**src/rtl/dtc_vote_accumulator.sv**
```systemverilog
// Majority-vote accumulator: counts 2-bit class votes over WINDOW samples, emits winner/count/tie.
// Optional DTC_VOTE_FLUSH_EN adds a flush input that closes a partial window early.
module dtc_vote_accumulator #(
  parameter int WINDOW = 16,
  parameter int CNT_W  = 8
) (
  input  logic             clk,
  input  logic             rst,
  input  logic             in_valid,
  output logic             in_ready,
  input  logic [1:0]       in_class,
  output logic             out_valid,
  input  logic             out_ready,
  output logic [1:0]       out_class,
  output logic [CNT_W-1:0] out_count,
  output logic             out_tie
`ifdef DTC_VOTE_FLUSH_EN
  ,
  input  logic             flush
`endif
);

  typedef enum logic {ACCUM, EMIT} state_t;

  state_t           state, state_nxt;
  logic [CNT_W-1:0] cnt     [4];
  logic [CNT_W-1:0] cnt_nxt [4];
  logic [CNT_W-1:0] samples;
  logic             in_fire, out_fire, last_sample, flush_hit, decide;
  logic [1:0]       win_class;
  logic [CNT_W-1:0] win_count;
  logic             win_tie;

  assign in_ready    = (state == ACCUM);
  assign out_valid   = (state == EMIT);
  assign in_fire     = in_valid && in_ready;
  assign out_fire    = out_valid && out_ready;
  assign last_sample = in_fire && (samples == CNT_W'(WINDOW - 1));

`ifdef DTC_VOTE_FLUSH_EN
  // An empty window (nothing stored, nothing arriving) has no decision to make.
  assign flush_hit = (state == ACCUM) && flush && ((samples != '0) || in_fire);
`else
  assign flush_hit = 1'b0;
`endif

  assign decide = last_sample || flush_hit;

  // Counts as they will be after this edge, so the decision includes the arriving sample.
  always_comb begin
    for (int i = 0; i < 4; i++) begin
      cnt_nxt[i] = cnt[i] + CNT_W'(in_fire && (in_class == 2'(i)));
    end
  end

  always_comb begin
    win_class = 2'd0;
    win_count = cnt_nxt[0];
    win_tie   = 1'b0;
    for (int i = 1; i < 4; i++) begin
      if (cnt_nxt[i] > win_count) begin
        win_class = 2'(i);
        win_count = cnt_nxt[i];
      end
    end
    for (int i = 0; i < 4; i++) begin
      if ((2'(i) != win_class) && (cnt_nxt[i] == win_count)) begin
        win_tie = 1'b1;
      end
    end
  end

  always_ff @(posedge clk) begin
    if (rst) begin
      state <= ACCUM;
    end else begin
      state <= state_nxt;
    end
  end

  always_comb begin
    state_nxt = state;
    case (state)
      ACCUM:   if (decide)    state_nxt = EMIT;
      EMIT:    if (out_ready) state_nxt = ACCUM;
      default:                state_nxt = ACCUM;
    endcase
  end

  always_ff @(posedge clk) begin
    if (rst) begin
      for (int i = 0; i < 4; i++) cnt[i] <= '0;
      samples   <= '0;
      out_class <= 2'd0;
      out_count <= '0;
      out_tie   <= 1'b0;
    end else begin
      if (out_fire) begin
        for (int i = 0; i < 4; i++) cnt[i] <= '0;
        samples <= '0;
      end else if (in_fire) begin
        for (int i = 0; i < 4; i++) cnt[i] <= cnt_nxt[i];
        samples <= samples + 1'b1;
      end
      if (decide) begin
        out_class <= win_class;
        out_count <= win_count;
        out_tie   <= win_tie;
      end
    end
  end

endmodule

```
**config.mk**
```make
export PLATFORM = sky130hd
export DESIGN_NAME = dtc_vote_accumulator
export DESIGN_NICKNAME = d
export VERILOG_FILES = /design/src/rtl/dtc_vote_accumulator.sv
export SDC_FILE = /design/constraint.sdc
export NUM_CORES = 1
export LEC_CHECK = 0
export BUFFER_PORTS_ARGS = -buffer_cell sky130_fd_sc_hd__buf_4
export CORE_UTILIZATION = 55
export DETAILED_ROUTE_END_ITERATION = 16
export GPL_TIMING_DRIVEN = 0
export PLACE_DENSITY = 0.75
export SYNTH_ARGS = -nofsm -noshare
export SYNTH_HDL_FRONTEND = slang
export SYNTH_SLANG_ARGS = --single-unit
export TNS_END_PERCENT = 1
```
**constraint.sdc**
```tcl
create_clock -name clk -period 7.3 [get_ports clk]
set_input_delay 0.73 -clock clk [delete_from_list [all_inputs] [get_ports clk]]
set_output_delay 0.73 -clock clk [all_outputs]
set_load 0.1 [all_outputs]
```
==> run_results.csv <==
group,metric,value,unit
outcome,status,"complete, but fails checks",
outcome,violations,"negative setup slack",
yosys,syn_area_per_cell,8.49,sq um
yosys,syn_nets,558,
clock_tree,cts_tree,"yes",
die,rows,32,
yosys,syn_area,4430,sq um
hold_path,min_to,"out_count[1]",
yosys,netlist.area_leader.share,16.3,%
finish,antenna_cells,0,
timing,hold_violations,0,
clock_tree,clk_latency,320,ps
finish,final_nets,643,
placement,io_buffers,18,
power,p_leak,2.30,nW
drt,drtPass1Iterations,7,
global_routing,track_usage,34.1,%
clock_tree,cts_hold_buf,0,
timing,rsz0062_at_grt,"true",
timing,skew,11.0,ps
placement,hpwl,9900,um
critical_path,start_kind,"primary input",
critical_path,crit_type,"primary input to register",
timing,drv_slew,0,
critical_path,r2r_cells,42,
drt,viasPerCell,6.54,
yosys,yosys_register_bits,52,
clock_tree,clockBufferDepth,2,
clock_tree,cts_buffers,5,
timing,setup_viol,1,
hold_path,hold_path_depth,2,
drt,drc_errors,0,
die,die_h,91.8,um
critical_path,r2r-start,"out_valid",
yosys,yosys.area.top_type,"edfxtp_1",
timing,fin_crit,7520,ps
finish,area_growth,36.4,%
drt,totalWireLength,15000,um
yosys,ys_top_cells_by_area,"edfxtp_1, dfxtp_1, ha_1",
die,initial_core_util,57.1,%
die,io_pins,19,
hold_path,hp-class,"register to register",
drt,initialDrtViolationCount,528,
critical_path,path_max_fanout,6,
power,power_density,192,nW/um^2
yosys,synth.most_common_cell,"nor2_1",
die,fp.dieArea,8420,sq um
global_routing,grt_pass1_vias,4220,
yosys,synth-async-reset-ratio,0,%
timing,relSlewSlack,27.2,%
clock_tree,h-tree-depth,2,
global_routing,grt_pass1_wl,22100,um
critical_path,endpoint_kind,"register",
global_routing,grt_max_degree,17,
yosys,ys_warn_count,0,
global_routing,grt-ovfl-total,0,
yosys,yosys-top-cells-count,"nor2_1, xnor2_1, nand2_1",
timing,clock.fmax,133,MHz
power,total_power,1.16,mW
clock_tree,cts_root_buf,"clkbuf_8",
die,die_w,91.8,um
yosys,synthCells,522,
power,peakVddDrop,0.000102,V
finish,drive_above_1_share,33.2,%
yosys,synth-edff-count,24,
global_routing,antenna_found_initial,0,
critical_path,required,7500,ps
yosys,yosysSeqAreaShare,28.9,%
placement,place_congestion,1.01,
drt,num_vias,4642,
timing,fin_ws,-224,ps
finish,fillerInstances,501,
clock_tree,clk_pin_slew,100,ps
job,maxCapViolCount,0,
critical_path,r2r-end,"out_tie",
hold_path,hold_start,"out_count[1]",
yosys,synthDistinctLibCells,75,
timing,tightest_slew,1090,ps
critical_path,cp_slowest_cell,"o311ai_4",
critical_path,critical-path-max-stage-delay,360,ps
critical_path,crit_top_cell,"inv_1",
die,core,7770,sq um
yosys,synth_ff_type,"dfxtp_1",
drt,antenna_left,0,
critical_path,r2r_setup_slack,-190,ps
critical_path,worstPathArrival,7720,ps
timing,tns,-224,ps
drt,wl_per_cell,21.2,um
timing,period_share,103,%
clock_tree,clock_sinks,52,
## critical path: cells and delay by family
kind / cells / cell delay, ps
compound gates: 16 / 3060
simple gates: 10 / 1760
buf+inv: 9 / 1060
fa+ha+maj: 4 / 770
xor+xnor: 2 / 340
## worst max path at each step
stage	from	end	slack (ps)	cells past startpoint
4_1_cts	in_valid	out_tie	9	40
3_3_place_gp	in_valid	out_tie	-1060	37
3_5_place_dp	in_valid	out_tie	-1070	37
6_report	in_class[1]	out_tie	-220	41
5_1_grt	in_class[1]	out_tie	-360	40
2_1_floorplan	out_valid	out_tie	-210	39
## registers in the layout (all words and copies together) (netlist names)
register,cells
cnt,32
out_class,2
out_count,8
out_tie,1
out_valid,1
samples,8
## logic make-up (layout without fill, tap and decap cells)
kind of cell | Yosys count | in the layout | synth area share [%]
AOI/OAI and AO/OA | 113 | 113 | 19.7
xor gates and xnor gates | 67 | 67 | 13.4
adders and majority gates | 30 | 30 | 8.47
buffers and inverters | 52 | 138 | 5.00
DFF | 52 | 52 | 28.9
muxes | 10 | 10 | 2.29
and+or+nand+nor | 198 | 198 | 22.2
## repair_timing
| action | 4_1_cts | 5_1_grt |
|---|---|---|
| pin swaps | 28 | 38 |
| cloned | 0 | 1 |
| buffers inserted | 30 | 30 |
| endpoints found under the setup margin | 10 | 6 |
| resized for setup | 50 | 36 |
## cell usage in the layout (no fill, tap or decap), types with 6 or more instances in the layout
| master | count |
|---|---|
| clkbuf_8 | 6 |
| buf_4 | 76 |
| edfxtp_1 | 24 |
| clkbuf_1 | 12 |
| o21ai_2 | 7 |
| ha_4 | 13 |
| nor3_1 | 7 |
| xnor2_1 | 36 |
| nand4_1 | 15 |
| dfxtp_1 | 27 |
| nor2_1 | 62 |
| inv_1 | 29 |
| nand2_1 | 32 |
| ha_1 | 16 |
| nand3_1 | 18 |
| a211oi_1 | 7 |
| a21oi_1 | 17 |
| xor2_1 | 20 |
| o21ai_0 | 14 |
## per-layer routing
metal  global-route usage [%]  part of all wire (%)
met5                        0                     0
met4                     16.0                   6.5
met3                     6.97                   9.8
met2                     55.0                    45
met1                     43.9                    39
## final cells by class
| type | instances | area, sq um | area share, % |
|---|---|---|---|
| repair buffers | 79 | 622 | 10.3 |
| well taps | 102 | 128 | 2.11 |
| clock inverters | 2 | 16.3 | 0.269 |
| clock buffers | 6 | 72.6 | 1.20 |
| flip-flops and latches | 52 | 1280 | 21.2 |
| multi-input cells | 418 | 3670 | 60.7 |
| inverters | 34 | 131 | 2.17 |
| plain buffers | 17 | 124 | 2.05 |
## per-stage QoR
step                cells  cell area (sq um)  worst slack, ps  utilization [%]  hold slack (ps)
floorplan             522               4720             -207                -              441
global placement      642               4980            -1060             64.1              445
detailed placement    642               4980            -1070             64.1              454
CTS                   680               5600             9.46             72.1              468
global route          710               6050             -361             77.9              493
finish                710               6050             -224             77.9              467
## power by group
group	switching (mW)	total (mW)	internal, mW
Sequential	0.0120	0.327	0.315
Combinational	0.359	0.660	0.301
Clock	0.107	0.176	0.0686
Total	0.478	1.16	0.684
Power figures use the tool's default switching activity.
